[config.mk]
export PLATFORM = sky130hd
export DESIGN_NAME = alu_operand_entry_flat
export DESIGN_NICKNAME = d
export VERILOG_FILES = /design/src/rtl/cpu_types_pkg.sv /design/src/rtl/alu_operand_entry_if.sv /design/src/rtl/alu_operand_entry_key_debounce.sv /design/src/rtl/alu_operand_entry.sv /design/src/flat_wrapper.sv
export SDC_FILE = /design/constraint.sdc
export NUM_CORES = 1
export LEC_CHECK = 0
export ABC_AREA = 1
export CAP_MARGIN = 20
export CORE_MARGIN = 4
export CORE_UTILIZATION = 40
export CTS_CLUSTER_DIAMETER = 150
export CTS_CLUSTER_SIZE = 20
export DETAILED_ROUTE_END_ITERATION = 10
export GPL_TIMING_DRIVEN = 0
export PLACE_DENSITY = 0.68
export SKIP_CTS_REPAIR_TIMING = 1
export SLEW_MARGIN = 10
export SYNTH_ARGS = -nofsm -noshare
export SYNTH_HDL_FRONTEND = slang
export SYNTH_SLANG_ARGS = --single-unit
[constraint.sdc]
create_clock -name CLK -period 6.9 [get_ports CLK]
set_input_delay 1.38 -clock CLK [delete_from_list [all_inputs] [get_ports CLK]]
set_output_delay 1.38 -clock CLK [all_outputs]
set_load 0.005 [all_outputs]
[src/rtl/cpu_types_pkg.sv]
// Shared CPU bring-up types.
//   aluop_t       : 4-bit ALU opcode as seen on the ALU operand ports.
//   entry_state_t : operand-entry FSM state, also shown on LEDG.
//   KEY_*         : push-button roles on the operand entry board.
package cpu_types_pkg;

  typedef logic [3:0] aluop_t;

  localparam aluop_t ALU_ADD = 4'h0;
  localparam aluop_t ALU_SUB = 4'h1;
  localparam aluop_t ALU_AND = 4'h2;
  localparam aluop_t ALU_OR  = 4'h3;
  localparam aluop_t ALU_XOR = 4'h4;
  localparam aluop_t ALU_SLT = 4'h5;

  typedef enum logic [1:0] {
    ENTER_A  = 2'd0,
    ENTER_B  = 2'd1,
    ENTER_OP = 2'd2,
    ISSUE    = 2'd3
  } entry_state_t;

  localparam int unsigned KEY_LO   = 0;
  localparam int unsigned KEY_HI   = 1;
  localparam int unsigned KEY_NEXT = 2;
  localparam int unsigned KEY_CLR  = 3;

endpackage

[src/rtl/alu_operand_entry_if.sv]
// Operand bundle between the entry block (master) and the ALU (slave).
//   porta, portb : operands
//   aluop        : opcode
//   op_valid     : operand set complete, held until accepted
//   op_ready     : consumer accepts when op_valid && op_ready
interface alu_operand_entry_if #(
  parameter int WIDTH = 32
);
  import cpu_types_pkg::*;

  logic [WIDTH-1:0] porta;
  logic [WIDTH-1:0] portb;
  aluop_t           aluop;
  logic             op_valid;
  logic             op_ready;

  modport master (output porta, output portb, output aluop, output op_valid,
                  input  op_ready);
  modport slave  (input  porta, input  portb, input  aluop, input  op_valid,
                  output op_ready);

endinterface

[src/rtl/alu_operand_entry_key_debounce.sv]
// One push-button: 2-flop synchronizer, stability counter and press pulse.
//   clk_i, rst_i : clock, async active-high reset
//   key_n_i      : raw active-low button
//   press_o      : one-cycle pulse when the accepted level goes 1 -> 0
module key_debounce #(
  parameter int DB_CYCLES = 500000
) (
  input  logic clk_i,
  input  logic rst_i,
  input  logic key_n_i,
  output logic press_o
);

  localparam int CW = (DB_CYCLES > 1) ? $clog2(DB_CYCLES) : 1;
  localparam logic [CW-1:0] CNT_LAST = CW'(DB_CYCLES - 1);

  logic [1:0]    sync_q;
  logic [1:0]    vld_q;
  logic          level_q;
  logic          arm_q;
  logic          press_q;
  logic [CW-1:0] cnt_q;
  logic [CW-1:0] cnt_d;
  logic          accept;

  // accept fires on the DB_CYCLES-th consecutive sample that disagrees
  always_comb begin
    cnt_d  = '0;
    accept = 1'b0;
    if (sync_q[1] != level_q) begin
      if (cnt_q == CNT_LAST) accept = 1'b1;
      else                   cnt_d  = cnt_q + 1'b1;
    end
  end

  always_ff @(posedge clk_i or posedge rst_i) begin
    if (rst_i) begin
      sync_q  <= 2'b11;
      vld_q   <= 2'b00;
      level_q <= 1'b1;
      arm_q   <= 1'b0;
      press_q <= 1'b0;
      cnt_q   <= '0;
    end else begin
      sync_q  <= {sync_q[0], key_n_i};
      vld_q   <= {vld_q[0], 1'b1};
      // Only arm once a genuine released sample has come through the
      // synchronizer, so a key held across reset never produces a press.
      arm_q   <= arm_q | (vld_q[1] & sync_q[1]);
      cnt_q   <= cnt_d;
      press_q <= 1'b0;
      if (accept) begin
        level_q <= sync_q[1];
        press_q <= arm_q & ~sync_q[1];
      end
    end
  end

  assign press_o = press_q;

endmodule

[src/rtl/alu_operand_entry.sv]
// Board-side operand entry: debounced keys and switches build two operands
// and an opcode, then offer them to the ALU via valid/ready.
//   CLK, RST : clock, async active-high reset
//   key_n    : raw buttons (KEY0 low half, KEY1 high half, KEY2 next, KEY3 clear)
//   sw       : raw slide switches, data for the half-word loads
//   opif     : operand bundle (master side)
//   state_o  : current entry_state_t, for LEDG
module alu_operand_entry
  import cpu_types_pkg::*;
#(
  parameter int DB_CYCLES = 500000,
  parameter int WIDTH     = 32
) (
  input  logic                       CLK,
  input  logic                       RST,
  input  logic [3:0]                 key_n,
  input  logic [15:0]                sw,
  alu_operand_entry_if.master        opif,
  output logic [1:0]                 state_o
);

  localparam int HALF = WIDTH / 2;

  logic [3:0]       key_press;
  logic [15:0]      sw_meta_q;
  logic [15:0]      sw_s_q;
  entry_state_t     state_q;
  logic [WIDTH-1:0] porta_q;
  logic [WIDTH-1:0] portb_q;
  aluop_t           aluop_q;
  logic             op_valid_q;

  for (genvar i = 0; i < 4; i++) begin : g_key
    key_debounce #(.DB_CYCLES(DB_CYCLES)) u_key (
      .clk_i   (CLK),
      .rst_i   (RST),
      .key_n_i (key_n[i]),
      .press_o (key_press[i])
    );
  end

  always_ff @(posedge CLK or posedge RST) begin
    if (RST) begin
      sw_meta_q <= '0;
      sw_s_q    <= '0;
    end else begin
      sw_meta_q <= sw;
      sw_s_q    <= sw_meta_q;
    end
  end

  // op_valid is registered alongside the state so it is high exactly while
  // state_q == ISSUE.
  always_ff @(posedge CLK or posedge RST) begin
    if (RST) begin
      state_q    <= ENTER_A;
      porta_q    <= '0;
      portb_q    <= '0;
      aluop_q    <= '0;
      op_valid_q <= 1'b0;
    end else if (key_press[KEY_CLR]) begin
      state_q    <= ENTER_A;
      porta_q    <= '0;
      portb_q    <= '0;
      aluop_q    <= '0;
      op_valid_q <= 1'b0;
    end else begin
      case (state_q)
        ENTER_A: begin
          if (key_press[KEY_LO])   porta_q[HALF-1:0]     <= sw_s_q;
          if (key_press[KEY_HI])   porta_q[WIDTH-1:HALF] <= sw_s_q;
          if (key_press[KEY_NEXT]) state_q <= ENTER_B;
        end
        ENTER_B: begin
          if (key_press[KEY_LO])   portb_q[HALF-1:0]     <= sw_s_q;
          if (key_press[KEY_HI])   portb_q[WIDTH-1:HALF] <= sw_s_q;
          if (key_press[KEY_NEXT]) state_q <= ENTER_OP;
        end
        ENTER_OP: begin
          if (key_press[KEY_LO]) aluop_q <= sw_s_q[3:0];
          if (key_press[KEY_NEXT]) begin
            state_q    <= ISSUE;
            op_valid_q <= 1'b1;
          end
        end
        ISSUE: begin
          if (op_valid_q && opif.op_ready) begin
            state_q    <= ENTER_A;
            op_valid_q <= 1'b0;
          end
        end
        default: begin
          state_q    <= ENTER_A;
          op_valid_q <= 1'b0;
        end
      endcase
    end
  end

  assign opif.porta    = porta_q;
  assign opif.portb    = portb_q;
  assign opif.aluop    = aluop_q;
  assign opif.op_valid = op_valid_q;
  assign state_o       = state_q;

endmodule

[src/flat_wrapper.sv]
// flat-port wrapper written by rule: the top's interface ports become plain ports
module alu_operand_entry_flat import cpu_types_pkg::*;
#(
  parameter int DB_CYCLES = 500000,
  parameter int WIDTH     = 32
)
  (CLK, RST, key_n, sw, state_o, opif_porta, opif_portb, opif_aluop, opif_op_valid, opif_op_ready);
  alu_operand_entry_if #(.WIDTH(WIDTH)) opif_i ();
  input  logic CLK;
  input  logic RST;
  input  logic [3:0] key_n;
  input  logic [15:0] sw;
  output logic [1:0] state_o;
  output wire logic [$bits(opif_i.porta)-1:0] opif_porta;
  output wire logic [$bits(opif_i.portb)-1:0] opif_portb;
  output wire logic [$bits(opif_i.aluop)-1:0] opif_aluop;
  output wire logic [$bits(opif_i.op_valid)-1:0] opif_op_valid;
  input wire logic [$bits(opif_i.op_ready)-1:0] opif_op_ready;
  assign opif_porta = opif_i.porta;
  assign opif_portb = opif_i.portb;
  assign opif_aluop = opif_i.aluop;
  assign opif_op_valid = opif_i.op_valid;
  assign opif_i.op_ready = opif_op_ready;
  alu_operand_entry #(.DB_CYCLES(DB_CYCLES), .WIDTH(WIDTH)) u_core (.CLK(CLK), .RST(RST), .key_n(key_n), .sw(sw), .opif(opif_i), .state_o(state_o));
endmodule
==> flow_metrics.tcl <==
set metrics [dict create \
    clk_path_buf_depth 3 \
    setup_viol 0 \
    maxSlewHeadroom_pct 49.8 \
    grt.total_usage_pct 15.6 \
    power.density_nw_per_um2 197 \
    rows 54 \
    fp.dieH_um 157 \
    initial_core_util_pct 40.6 \
    rsz0062_at_grt "false" \
    netlist.area_leader.share_pct 53.6 \
    power.internal_mw 1.63 \
    worst_setup_path_end_kind "output pin" \
    grt-ovfl-total 0 \
    final_cell_mix "nand2_1, nor2_1, dfrtp_1" \
    area_growth_pct 19.7 \
    synth.largest_area_cell "dfrtp_1" \
    wire_per_inst_um 13.6 \
    worstPathCellList "clkdlybuf4s50_1" \
    wirelength_mm 19.0 \
    pwr-share-comb_pct 3.2 \
    finalHoldViolCount 0 \
    clk_pin_slew_ns 0.09 \
    grt_pass1_wl_mm 32.0 \
    io_buffer_count 93 \
    drtIter0Drc 396 \
    placed_cell_area_um2 10100 \
    synth_cell_types 34 \
    power_frac_seq_pct 57.8 \
    ios 94 \
    design.die.area_um2 24500 \
    wl_met3_mm 1.02 \
    status "completed" \
    diodes 0 \
    min_path_cells 0 \
    top_layer "met4" \
    design_area_um2 10600 \
    holdPathEnd "u_core.sw_s_q[0]$_DFF_PP0_" \
    startpoint_type "flop" \
    netlist_area_um2 8830 \
    routed-wl-met2_mm 8.67 \
    num_vias 6680 \
    htreeDepth 1 \
    worstPathBufferInverterCount 1 \
    cpMaxStageDelayCell "clkdlybuf4s50_1" \
    dp_hpwl_mm 13.8 \
    ys_seq_elements 201 \
    required_ns 5.52 \
    antenna_found_initial 0 \
    p_clk_share_pct 39.0 \
    fin_util_pct 48.6 \
    cp_max_fo 4 \
    seqCellArea_um2 5040 \
    cts_tree "built" \
    ant_nets 0 \
    syn_inst 1004 \
    fin_crit_ns 2.85 \
    worstPathArrival_ns 1.47 \
    die_w_um 157 \
    switching_share_pct 21.8 \
    r2r-end "u_core.opif.porta[26]$_DFFE_PP0P_" \
    drt_first_pass_iters 5 \
    multiInputGateArea_um2 3380 \
    min_from "u_core.sw_meta_q[0]$_DFF_PP0_" \
    r2r_slack_ns 5.17 \
    peakVddDrop_v 0.000102 \
    reg2reg_from "u_core.state_o[0]$_DFFE_PP0P_" \
    path_delay_family "buffers and inverters" \
    met1_length_mm 8.92 \
    seq_area_frac_synth_pct 57.1 \
    grt_max_degree 111 \
    skew_ns 0.0199 \
    worstSetupPathType "flop to output pin" \
    clk_latency_ns 0.47 \
    drive_above_1_share_pct 8.65 \
    yosysWarningCount 0 \
    fillCellCount 2062 \
    nNetsFinal 1145 \
    hold_path_class "flop to flop" \
    tightestPinTransition_ns 0.753 \
    gp_congestion 0.887 \
    slowest_delay_ns 0.58 \
    clock-sinks 201 \
    syn_nets 1035 \
    layout_commonest_cell "nand2_1" \
    max_freq_ghz 0.351 \
    finalMaxSlewViolations 0 \
    routed_via_density 4.76 \
    grt_pass1_vias 6435 \
    drv_cap 0 \
    p_leak_nw 4.53 \
    avgSynthCellArea_um2 8.80 \
    drcViolationCount 0 \
    cts_root_buf "clkbuf_16" \
    rr_worst_depth 5 \
    synthTopCellsByArea "dfrtp_1, nand2_1, nor2_1, o21ai_0, nand3_1" \
    min_period_over_period_pct 41.3 \
    cts_buffers 14 \
    p_switching_mw 0.455 \
    coreArea_um2 21800 \
]
## how the worst max path moves through the flow
stage,start,end,slack [ns],cells past startpoint
2_1_floorplan,RST,u_core.g_key[0].u_key.arm_q$_DFF_PP0_,0.06,1
3_3_place_gp,RST,u_core.sw_s_q[6]$_DFF_PP0_,-2.42,2
3_5_place_dp,RST,u_core.opif.porta[5]$_DFFE_PP0P_,3.99,3
4_1_cts,u_core.state_o[1]$_DFFE_PP0P_,state_o[1],4.02,1
5_1_grt,u_core.state_o[0]$_DFFE_PP0P_,state_o[0],4.00,1
6_report,u_core.state_o[0]$_DFFE_PP0P_,state_o[0],4.05,1
## worst register-to-register path, stage by stage, from the launching register on
cell and delay [ns]:
dfrtp_1 0.41, inv_1 0.11, ha_1 0.25, a21oi_2 0.28
clkbuf_1 0.38, o21ai_0 0.15
## sequential cells by signal, summed over array words and instances, names as in the netlist, 4 cells and up
register,count
u_core.g_key.u_key.cnt_q,76
u_core.opif.porta,32
u_core.opif.portb,32
u_core.sw_meta_q,16
u_core.sw_s_q,16
u_core.g_key.u_key.sync_q,8
u_core.g_key.u_key.arm_q,4
u_core.g_key.u_key.level_q,4
u_core.g_key.u_key.press_o,4
u_core.opif.aluop,4
## kinds of logic after synthesis
family | count (synthesis) | share of synthesized area, %
other | 1 | 0.0425
xor gates and xnor gates | 32 | 3.34
adders and majority gates | 8 | 1.13
DFF | 201 | 57.1
and+or+nand+nor | 547 | 27.1
buffers and inverters | 102 | 4.56
AOI/OAI and AO/OA | 113 | 6.73
## Yosys cell counts
| cell | instances |
|---|---|
| nand2_1 | 214 |
| nor3b_1 | 5 |
| conb_1 | 1 |
| and3_1 | 1 |
| xnor2_2 | 2 |
| inv_1 | 81 |
| nand4_1 | 8 |
| inv_2 | 3 |
| o22ai_1 | 2 |
| clkinv_1 | 1 |
| nor2_4 | 11 |
| nand2_2 | 18 |
| a21oi_2 | 4 |
| nor2_2 | 13 |
| nor2_1 | 194 |
| nand3_1 | 66 |
| xnor2_1 | 11 |
| ha_1 | 8 |
| dfstp_2 | 12 |
| nand3b_1 | 1 |
| a21oi_1 | 18 |
| xor2_1 | 19 |
| clkbuf_1 | 5 |
| nand2_4 | 1 |
| o21ai_0 | 79 |
| nor3_1 | 6 |
| o21ai_1 | 6 |
| dfrtp_1 | 189 |
| nand3_2 | 3 |
| o22a_1 | 1 |
| and2_1 | 6 |
| o21bai_1 | 3 |
| buf_2 | 10 |
| buf_4 | 2 |
## power by group through the flow
stage	clock (mW)	combinational, mW	sequential (mW)
floorplan	0	0.0392	1.23
global placement	0	0.0658	1.23
detailed placement	0	0.0687	1.23
CTS	0.845	0.0691	1.21
global route	0.890	0.0774	1.21
finish	0.814	0.0660	1.21
## routing by layer
metal  GRT usage [%]  up-vias
met2            25.3      146
met1            22.2     3123
met3            2.16       25
met5               0        -
met4            4.46        0
li1                -     3386
## layout make-up
cell class / instances / area share (%)
tap: 280 / 3.31
inverter: 85 / 3.09
timing repair buffer: 94 / 9.07
clock inverter: 1 / 0.189
sequential: 201 / 47.7
clock buffer: 23 / 3.83
multi-input combinational: 701 / 32.0
buffer: 17 / 0.793
## through the flow
stage / hold slack (ns) / setup TNS [ns] / total power [mW] / std cells / worst slack [ns]
after floorplan: 0.331 / 0 / 1.27 / 1004 / 0.0575
after global placement: 0.332 / -457.15 / 1.29 / 1377 / -2.42
after detailed placement: 0.335 / 0 / 1.30 / 1378 / 3.99
after CTS: 0.354 / 0 / 2.12 / 1402 / 4.02
after global routing: 0.362 / 0 / 2.18 / 1402 / 4.00
final: 0.353 / 0 / 2.09 / 1402 / 4.05
No activity file was read; power rests on OpenSTA's default activity.
